[config.mk]
export PLATFORM = sky130hd
export DESIGN_NAME = spi_master_cfg
export DESIGN_NICKNAME = d
export VERILOG_FILES = /design/src/rtl/spi_master_cfg.sv
export SDC_FILE = /design/constraint.sdc
export NUM_CORES = 1
export LEC_CHECK = 0
export ABC_AREA = 1
export ABC_CLOCK_PERIOD_IN_PS = 1450
export BUFFER_PORTS_ARGS = -buffer_cell sky130_fd_sc_hd__buf_2
export CORE_MARGIN = 5
export CORE_UTILIZATION = 50
export DETAILED_ROUTE_END_ITERATION = 12
export GPL_ROUTABILITY_DRIVEN = 0
export PLACE_DENSITY = 0.78
export SETUP_SLACK_MARGIN = 0.05
export SYNTH_ARGS = -nofsm -noshare
export SYNTH_HDL_FRONTEND = slang
export SYNTH_SLANG_ARGS = --single-unit
export TNS_END_PERCENT = 1
[constraint.sdc]
create_clock -name sys_clk -period 1.45 [get_ports sys_clk]
set_input_delay 0.2175 -clock sys_clk [delete_from_list [all_inputs] [get_ports sys_clk]]
set_output_delay 0.2175 -clock sys_clk [all_outputs]
set_load 0.005 [all_outputs]
[src/rtl/spi_master_cfg.sv]
// Parametrised SPI master: configurable frame width, SCLK divider and chip-select count,
// all four CPOL/CPHA modes and MSB/LSB-first order, latched per frame.
module spi_master_cfg #(
  parameter int DATA_W  = 8,
  parameter int CLK_DIV = 2,
  parameter int NUM_CS  = 2,
  localparam int CS_W   = (NUM_CS > 1) ? $clog2(NUM_CS) : 1,
  localparam int BW     = $clog2(DATA_W)
) (
  input  logic              sys_clk,
  input  logic              sys_rst,
  input  logic              i_tx_vd,
  output logic              o_tx_ready,
  input  logic [DATA_W-1:0] i_tx_parallel,
  input  logic              i_cpol,
  input  logic              i_cpha,
  input  logic              i_lsb_first,
  input  logic [CS_W-1:0]   i_cs_sel,
  output logic [DATA_W-1:0] o_rx_parallel,
  output logic              o_rx_vd,
  output logic              o_busy,
  output logic [BW-1:0]     o_bit_count,
  output logic              o_spi_clk,
  output logic              o_mosi,
  input  logic              i_miso,
  output logic [NUM_CS-1:0] o_cs_n
);

  localparam int TW = (CLK_DIV > 1) ? $clog2(CLK_DIV) : 1;
  localparam int HW = $clog2(2 * DATA_W);
  localparam logic [TW-1:0] TIMER_LAST = TW'(CLK_DIV - 1);
  localparam logic [HW-1:0] HALF_LAST  = HW'(2 * DATA_W - 1);
  localparam logic [BW-1:0] LAST_BIT   = BW'(DATA_W - 1);

  typedef enum logic [1:0] {IDLE, SETUP, XFER, HOLD} state_t;

  state_t            state;
  logic [TW-1:0]     timer;
  logic [HW-1:0]     half_cnt;
  logic [DATA_W-1:0] data_q;
  logic [DATA_W-1:0] rx_shift;
  logic              cpol_q;
  logic              cpha_q;
  logic              lsb_q;

  logic [NUM_CS-1:0] cs_dec_n;
  logic              first_bit;
  logic [BW-1:0]     bit_idx;
  logic              sample_edge;
  logic              timer_done;

  // An out-of-range chip-select index decodes to no select at all.
  always_comb begin
    cs_dec_n = '1;
    for (int i = 0; i < NUM_CS; i++) begin
      if (i_cs_sel == CS_W'(i)) cs_dec_n[i] = 1'b0;
    end
  end

  // The bit counter doubles as the frame position for both the next MOSI bit and the MISO slot.
  always_comb begin
    first_bit   = i_lsb_first ? i_tx_parallel[0] : i_tx_parallel[DATA_W-1];
    bit_idx     = lsb_q ? o_bit_count : LAST_BIT - o_bit_count;
    sample_edge = (~half_cnt[0]) != cpha_q;
    timer_done  = (timer == TIMER_LAST);
  end

  always_ff @(posedge sys_clk or posedge sys_rst) begin
    if (sys_rst) begin
      state         <= IDLE;
      timer         <= '0;
      half_cnt      <= '0;
      data_q        <= '0;
      rx_shift      <= '0;
      cpol_q        <= 1'b0;
      cpha_q        <= 1'b0;
      lsb_q         <= 1'b0;
      o_tx_ready    <= 1'b1;
      o_rx_parallel <= '0;
      o_rx_vd       <= 1'b0;
      o_busy        <= 1'b0;
      o_bit_count   <= '0;
      o_spi_clk     <= 1'b0;
      o_mosi        <= 1'b0;
      o_cs_n        <= '1;
    end else begin
      o_rx_vd <= 1'b0;
      case (state)
        IDLE: begin
          o_spi_clk <= i_cpol;
          if (i_tx_vd && o_tx_ready) begin
            data_q      <= i_tx_parallel;
            cpol_q      <= i_cpol;
            cpha_q      <= i_cpha;
            lsb_q       <= i_lsb_first;
            o_cs_n      <= cs_dec_n;
            o_tx_ready  <= 1'b0;
            o_busy      <= 1'b1;
            o_bit_count <= '0;
            timer       <= '0;
            half_cnt    <= '0;
            state       <= SETUP;
            if (!i_cpha) o_mosi <= first_bit;
          end
        end

        SETUP: begin
          if (timer_done) begin
            timer <= '0;
            state <= XFER;
          end else begin
            timer <= timer + 1'b1;
          end
        end

        // Each SCLK edge lands at the end of a half-period; the final edge returns SCLK to CPOL.
        XFER: begin
          if (timer_done) begin
            timer     <= '0;
            o_spi_clk <= ~o_spi_clk;
            half_cnt  <= half_cnt + 1'b1;
            if (sample_edge) begin
              rx_shift[bit_idx] <= i_miso;
              o_bit_count       <= o_bit_count + 1'b1;
            end else if (half_cnt != HALF_LAST) begin
              o_mosi <= data_q[bit_idx];
            end
            if (half_cnt == HALF_LAST) state <= HOLD;
          end else begin
            timer <= timer + 1'b1;
          end
        end

        HOLD: begin
          o_spi_clk <= cpol_q;
          if (timer_done) begin
            timer         <= '0;
            o_cs_n        <= '1;
            o_rx_vd       <= 1'b1;
            o_rx_parallel <= rx_shift;
            o_tx_ready    <= 1'b1;
            o_busy        <= 1'b0;
            o_bit_count   <= '0;
            state         <= IDLE;
          end else begin
            timer <= timer + 1'b1;
          end
        end

        default: state <= IDLE;
      endcase
    end
  end

endmodule
=== Yosys cells after proc, flatten, opt, wreduce, memory -nomap -nowiden ===
Cells that the tools add are included.
W data, S select, Z words.

* Add/subtract/negate cells: 4
* Order comparisons: 2
* Equal/unequal tests: 15
* Muxes and demuxes: 44
* Bitwise operators: 2
* Reduce and logical (&&, ||, !) cells: 16

{| class="wikitable"
|+ Operators with widths
! cell !! count
|-
| $mux W1 || 18
|-
| $ne A2 B2 Y1 const B || 9
|-
| $mux W3 || 5
|-
| $mux W2 || 7
|-
| $reduce_and A5 Y1 || 2
|-
| $pmux W3 S3 || 1
|-
| $reduce_and A3 Y1 || 3
|-
| $bwmux W8 || 1
|-
| $mux W4 || 2
|-
| $pmux W1 S2 || 4
|-
| $pmux W2 S4 || 1
|-
| $pmux W4 S2 || 1
|-
| $reduce_and A2 Y1 || 3
|-
| $reduce_and A6 Y1 || 1
|-
| $add A4 B1 Y4 const B || 1
|-
| $eq A2 B2 Y1 const B || 2
|-
| $eq A4 B4 Y1 const B || 1
|-
| $lt A3 B4 Y1 const B || 1
|-
| $ne A4 B4 Y1 const B || 1
|-
| $pmux W2 S2 || 1
|-
| $reduce_bool A2 Y1 || 2
|-
| $add A3 B1 Y3 const B || 1
|-
| $bmux W1 S3 || 1
|-
| $demux W1 S3 || 1
|-
| other kinds (11) || 13
|}

* Bits in registers: 44
* Bits of input ports: 16
* Output and inout port bits: 18
* Logic and storage cells: 99

=== Logic depth before layout (Yosys ltp) ===
Gate-level depths: netlist of the first run.

* Depth in word-level cells: 8
* Gate-level depth with buffers: 9
* Mapped depth without buffers: 9

=== Worst setup path before layout of the first run ===
No wires, ideal clock.

* Path kind: register to register
* From: reg state[0]
* To: reg o_cs_n[0]
* Library setup time: 0.080 ns
* Data arrival time: 1.333 ns
* Data required time: 1.370 ns
* Slack: 0.038 ns
* Cell stages (with the launch flop): 9
* Path buffers: 0
* Clock period less this slack: 1.412 ns
* Cells stage by stage: dfrtp_1 > inv_1 > ha_1 > inv_1 > nor2_2 > inv_1 > nor2_1 > inv_1 > o22a_1

* Longest elaborated chain between the ends: 3
* Elaborated cells between the ends (all ways): 7
* Classes of those cells: eq/ne: 3; mux: 1; reduce/logical: 3

{| class="wikitable"
|+ Ends and longest elaborated chain
! what !! line !! text
|-
| start, declared || 37 || <nowiki>state_t state;</nowiki>
|-
| start signal, assigned || 70 || <nowiki>state <= IDLE;</nowiki>
|-
| start signal, assigned || 102 || <nowiki>state <= SETUP;</nowiki>
|-
| start signal, assigned || 110 || <nowiki>state <= XFER;</nowiki>
|-
| $eq A2 B2 Y1 or $logic_not A2 Y1 (tied branches) || 88 || <nowiki>case (state)</nowiki>
|-
| $ne A2 B2 Y1 (no line) or $reduce_bool A2 Y1 (tied branches) || -- ||
|-
| $reduce_and A3 Y1 (no line) || -- ||
|-
| end signal, assigned || 96 || <nowiki>o_cs_n <= cs_dec_n;</nowiki>
|-
| end, declared || 26 || <nowiki>output logic [NUM_CS-1:0] o_cs_n</nowiki>
|}

Parallel ways exist; a longest one is shown, timed or not.
A chain may end at the register's enable or synchronous reset.

=== Worst setup path after layout of the first run ===
* From: reg state[0]
* To: reg rx_shift[3]

* Longest elaborated chain between the ends: 2

{| class="wikitable"
|+ Ends and longest elaborated chain
! what !! line !! text
|-
| $eq A2 B2 Y1 || 88 ||
|-
| $reduce_and A3 Y1 (no line) || -- ||
|-
| end signal, assigned by index || 123 || <nowiki>rx_shift[bit_idx] <= i_miso;</nowiki>
|-
| end, declared || 41 || <nowiki>logic [DATA_W-1:0] rx_shift;</nowiki>
|}

Every way passes these cells.

==> flow_summary.ini, run 1 <==
[outcome]
outcome = finished with violations
failing_checks = setup timing

[clock_network]
tritoncts_sinks = 44
clk_root_buffer_cell = clkbuf_8
clock_pin_transition_on_the_worst_setup_and_hold_timing_paths_ns = 0.08
latest_clock_arrival_within_the_worst_skew_pair_ns = 0.30
tritoncts = built
numCtsBuffers = 5
cts_buffer_depth = 2
htreeDepth = 2

[sta]
worst_clock_skew_ns = 0.00679
worst-slew-pin-transition_ns = 0.434
rsz0062_at_grt = true
min_period_over_period = 1.01
maxSlewViolCount = 0
number_of_setup_violations_in_the_final_report = 6
fin_worst_hold_slack_ns = 0.0617
report.final.hold_viol_count = 0
finalCriticalPeriod_ns = 1.47
maxSlewHeadroom = 0.710
fmax_mhz = 681
post-route-worst-setup-slack_ns = -0.0184

[floorplanning]
die_height_um = 75.8
core_area_um2 = 4260
die_area_um2 = 5740
top_level_ports = 34
core.rowCount = 24
floorplan.initialDensity = 0.507
fp.dieW_um = 75.8

[worst_setup_path]
crit_chain = clkinv_4, ha_4, nand4_1, nor2_2, nand2_1, nand2_1, o21ai_1
timing.critical_path.arrival_ns = 1.65
crit_fanout = 5
setup.worst_path.end_class = register
cp_top_family = simple AND/OR/NAND/NOR gates
required_ns = 1.63
critical_path.most_common_cell = nand2_1
setup.worst_path.class = reg -> reg
cp_startpoint_kind = register
timing.critical_path.slowest_stage_cell = dfrtp_2
critPathMaxStageDelay_ns = 0.44
worst-path-buf-inv = 1

[hold_path]
worstHoldPathType = in -> reg

[yosys]
synth.avg_cell_area_um2 = 8.04
synth_async_sr_flop_share = 1.00
post_synthesis_instance_area_um2 = 2160
synth_enable_flop_cells = 0
unique_cell_type_count_in_the_yosys_netlist = 27
syn_nets = 293
yosys_warnings = 0
synth.yosys.seq_area_share = 0.511
yosys_most_used_dff = dfrtp_1
synth_seq_cells = 44
synthesis.instances = 269

[layout]
stdcell_count = 374
design.final.nets = 345
syn2layout_area_growth_pct = 26.6
fin_util = 0.642
n_antenna_cell = 0
drive_gt1_frac = 0.286
fillCellCount = 361

[route]
postRouteAntennaNets = 0
via_count = 1875
drtIter0Drc = 61
route.detailed.vias_per_inst = 5.01
firstDrtPassIters = 4
route.detailed.wl_per_inst_um = 12.7
routed_wl_um = 4770
post-route-drc-count = 0

[placement]
port_buffers = 33
dp.cells = 361
dpl.hpwl_um = 3410
pre_cts_slack_ns = -0.0859

[global_route]
largest_net_degree_at_the_start_of_global_routing = 36
first_global_vias = 1833
grt_overflow = 0
grt_use_total = 0.178
global_route_wire_length_before_repair_um = 7770
antenna_found_initial = 0

[run]
drv_cap = 0

[power]
peakVddDrop_uv = 1450
power_per_cell_area_nw_per_um2 = 2240
cellLeakagePower_nw = 1.37
path summary, 6_finish.rpt:
path | slack (ns) | end | cells past startpoint | from
worst max-delay path | -0.02 | rx_shift[3] | 7 | state[0]
worst min-delay path | 0.06 | o_cs_n[1] | 2 | i_cs_sel
worst max register to register | -0.02 | rx_shift[3] | 7 | state[0]
worst min register to register | 0.47 | o_rx_parallel[6] | 2 | o_rx_parallel[6]
max in group asynchronous | 0.44 | o_rx_parallel[7] | 4 | sys_rst
min in group asynchronous | 0.48 | o_busy | 3 | sys_rst
final cells by class:
class	instances	area [um^2]	share of cell area
inverters	32	129	0.0471
flip-flops and latches	44	1110	0.404
repair buffers	48	300	0.110
well taps	52	65.1	0.0238
multi-input cells	190	1040	0.378
clock buffers	8	100	0.0366
state kept, by name (all words and copies together) (netlist names), 2 cells and up:
| register | flops |
|---|---|
| half_cnt | 4 |
| data_q | 8 |
| state | 2 |
| o_cs_n | 2 |
| rx_shift | 8 |
| o_bit_count | 3 |
| o_rx_parallel | 8 |
repair_timing:
item                       in CTS  in global routing
hold buffers                    1                  0
setup buffers                   3                  1
pin swaps                      10                  9
gates resized for setup        16                 20
hold endpoints to repair        6                  0
setup endpoints to repair      27                 39
cells in the mapped netlist (all sizes together) (2+ instances only):
master,number,area [um^2]
a21oi,7,35.0
dfrtp,41,1030
nand2,106,408
xnor2,2,17.5
nor2,17,73.8
inv,31,116
nand3,14,80.1
buf,2,10.0
o31ai,3,22.5
dfstp,3,78.8
ha,8,100
o21ai,25,125
report_power, final:
group	internal [mW]	switching, mW
Combinational	1.27	1.84
Clock	0.435	0.398
Sequential	1.82	0.377
kinds of logic after synthesis:
family	share of synthesized area
buf+inv	0.0619
fa+ha+maj	0.0463
xor+xnor	0.0122
simple gates	0.265
compound gates	0.104
flops	0.511
per-layer routing:
| metal | up-vias | global-route usage | part of all wire |
|---|---|---|---|
| li1 | 952 | - | - |
| met1 | 862 | 0.195 | 0.40 |
| met2 | 44 | 0.323 | 0.53 |
| met3 | 17 | 0.0422 | 0.044 |
| met4 | 0 | 0.0816 | 0.031 |
| met5 | - | 0 | 0 |
cell usage in the layout, fill, tap and decap left out, types with 2 or more instances in the layout:
master / instances
dfstp_2: 3
nor2_4: 3
o31ai_2: 2
nand3_4: 2
buf_2: 33
inv_1: 24
o21ai_0: 14
dfrtp_1: 39
inv_2: 6
nand3_1: 11
dfrtp_2: 2
nand2_1: 100
xnor2_1: 2
o21ai_1: 10
nor2_2: 3
ha_1: 4
nor2_1: 11
a21oi_1: 6
clkbuf_8: 7
buf_6: 2
buf_4: 11
nand2_2: 5
ha_4: 3
metrics by stage:
stage / setup TNS (ns) / total power [mW] / area [um^2]
finish: -0.0705 / 6.13 / 2740
global route: -1.66 / 6.70 / 2740
CTS: -0.0303 / 5.88 / 2670
detailed placement: -0.328 / 4.78 / 2470
global placement: 0 / 4.67 / 2470
floorplan: 0 / 3.92 / 2160
Note: power is estimated with default switching activity, not from simulation.
==> run 2: changes to the inputs <==
--- a/config.mk
+++ b/config.mk
@@ -9,10 +9,11 @@
 export ABC_CLOCK_PERIOD_IN_PS = 1450
 export BUFFER_PORTS_ARGS = -buffer_cell sky130_fd_sc_hd__buf_2
 export CORE_MARGIN = 5
-export CORE_UTILIZATION = 50
+export CORE_UTILIZATION = 53
+export CTS_BUF_LIST = sky130_fd_sc_hd__clkbuf_2 sky130_fd_sc_hd__clkbuf_4 sky130_fd_sc_hd__clkbuf_8
 export DETAILED_ROUTE_END_ITERATION = 12
 export GPL_ROUTABILITY_DRIVEN = 0
-export PLACE_DENSITY = 0.78
+export PLACE_DENSITY = 0.81
 export SETUP_SLACK_MARGIN = 0.05
 export SYNTH_ARGS = -nofsm -noshare
 export SYNTH_HDL_FRONTEND = slang
==> flow_summary.ini, run 2 (synthesis gave the netlist of run 1 again) <==
[outcome]
outcome = finished with violations
failing_checks = setup timing

[layout]
syn2layout_area_growth_pct = 30.6
final_design_area_no_fill_um2 = 2820
design.final.nets = 350
registers_with_the_most_flip_flops = data_q x8, o_rx_parallel x8, rx_shift x8
fin_util = 0.711
drive_gt1_frac = 0.327
most-common-layout-cells = 94 x nand2_1, 40 x dfrtp_1, 33 x buf_2
n_antenna_cell = 0
layout.cells.most_common = nand2_1

[sta]
maxSlewHeadroom = 0.772
min_period_over_period = 1.03
number_of_setup_violations_in_the_final_report = 7
finalCriticalPeriod_ns = 1.50
maxSlewViolCount = 0
report.final.hold_viol_count = 0
fin_worst_hold_slack_ns = 0.0683
worst-slew-pin-transition_ns = 0.339
worst_clock_skew_ns = 0.00628
rsz0062_at_grt = true
fmax_mhz = 668
timing.setup.tns_ns = -0.211
post-route-worst-setup-slack_ns = -0.0470

[clock_network]
cts_buffer_depth = 2
tritoncts_sinks = 44
numCtsBuffers = 5
clock_pin_transition_on_the_worst_setup_and_hold_timing_paths_ns = 0.08
htreeDepth = 2
tritoncts = built
clk_root_buffer_cell = clkbuf_8
latest_clock_arrival_within_the_worst_skew_pair_ns = 0.29

[floorplanning]
fp.dieW_um = 73.9
floorplan.initialDensity = 0.544
core.rowCount = 23
core_area_um2 = 3970
top_level_ports = 34
die_area_um2 = 5460
die_height_um = 73.9

[global_route]
global_route_wire_length_before_repair_um = 8000
first_global_vias = 1848
largest_net_degree_at_the_start_of_global_routing = 45
grt_overflow = 0
grt_use_total = 0.194
antenna_found_initial = 0

[worst_setup_path]
critPathMaxStageDelay_ns = 0.46
worst-path-buf-inv = 1
rr_worst_depth = 7
setup.worst_path.class = reg -> reg
setup.worst_path.end_class = register
required_ns = 1.64
cp_top_family = simple AND/OR/NAND/NOR gates
cp_startpoint_kind = register
timing.critical_path.arrival_ns = 1.68
cp.depth = 7
crit_fanout = 5
timing.critical_path.slowest_stage_cell = dfrtp_2
crit_chain = ha_1, inv_2, nor2_1, nor2_4, nand3_4, nor3_4, a21oi_2

[power]
power_per_cell_area_nw_per_um2 = 2280
power.switching_fraction = 0.433
power_frac_comb = 0.530
peakVddDrop_uv = 1440
finalPower_mw = 6.44
cellLeakagePower_nw = 1.41
share_clk_of_total_power = 0.132
switching_power_total_mw = 2.79
sequentialPowerShare = 0.338
power.internal_mw = 3.65

[route]
route.detailed.vias_per_inst = 5.06
routed_wl_um = 5090
postRouteAntennaNets = 0
route.detailed.wl_per_inst_um = 13.5
firstDrtPassIters = 4
post-route-drc-count = 0
drtIter0Drc = 131
via_count = 1909

[placement]
dpl.hpwl_um = 3380
dpl-instance-area_um2 = 2470
port_buffers = 33

[hold_path]
hold-path-cell-count = 2
worstHoldPathType = in -> reg

[run]
drv_cap = 0
## run 2: cell types whose count changed in the layout (fill, tap and decap cells not counted), moves of 2 or more
| cell | before | now |
|---|---|---|
| a21oi_2 | 1 | 3 |
| buf_4 | 11 | 16 |
| inv_4 | 0 | 2 |
| a21oi_1 | 6 | 4 |
| nand2_1 | 100 | 94 |
| nand2_2 | 5 | 11 |
## run 2: repair_timing
| action | in CTS | in global routing |
|---|---|---|
| hold buffers | 1 | 0 |
| buffers inserted | 4 | 4 |
| endpoints found under the setup margin | 32 | 35 |
| resized for setup | 23 | 24 |
| pin swaps | 6 | 9 |
| hold endpoints to repair | 41 | 0 |
## run 2: power by group through the flow
stage,Combinational [mW],Clock [mW],Sequential (mW)
floorplan,1.79,0,2.14
global placement,2.53,0,2.15
detailed placement,2.64,0,2.17
CTS,2.99,0.866,2.18
global route,3.84,0.922,2.25
finish,3.42,0.850,2.18
## run 2: metal layers
metal / vias to the layer above / track usage / part of all wire / wire length (um)
met5: - / 0 / 0 / 0
met4: 0 / 0.0905 / 0.024 / 123
met3: 15 / 0.0492 / 0.047 / 239
met2: 41 / 0.344 / 0.54 / 2740
met1: 891 / 0.216 / 0.39 / 1980
li1: 962 / - / - / -
## run 2: final timing paths
| kind | startpoint | to | slack (ns) |
|---|---|---|---|
| min reg2reg | rx_shift[5] | o_rx_parallel[5] | 0.48 |
| max in group asynchronous | sys_rst | o_cs_n[0] | 0.65 |
| max reg2reg | state[1] | state[0] | -0.05 |
| max | state[1] | state[0] | -0.05 |
| min | i_cs_sel | o_cs_n[1] | 0.07 |
| min in group asynchronous | sys_rst | o_rx_parallel[1] | 0.53 |
## run 2: layout make-up
type                            instances  area (um^2)
Timing Repair Buffer                   53          338
Sequential cell                        44         1110
Multi-Input combinational cell        190         1090
Clock buffer                            8          104
Tap cell                               50         62.6
Fill cell                             297         1150
Inverter                               32          126
## run 2: worst reg2reg max path, stage by stage, from the launching register on
cell and delay (ns):
dfrtp_2 0.46, ha_1 0.23, inv_2 0.07, nor2_1 0.06
nor2_4 0.19, nand3_4 0.12, nor3_4 0.20, a21oi_2 0.05
## run 2: metrics by stage
| step | std cells | worst slack (ns) |
|---|---|---|
| 5_1_grt | 377 | -0.135 |
| 4_1_cts | 373 | -0.0239 |
| 2_1_floorplan | 269 | 0.0690 |
| 3_5_place_dp | 360 | -0.0757 |
| 3_3_place_gp | 360 | -0.0215 |
| 6_report | 377 | -0.0470 |
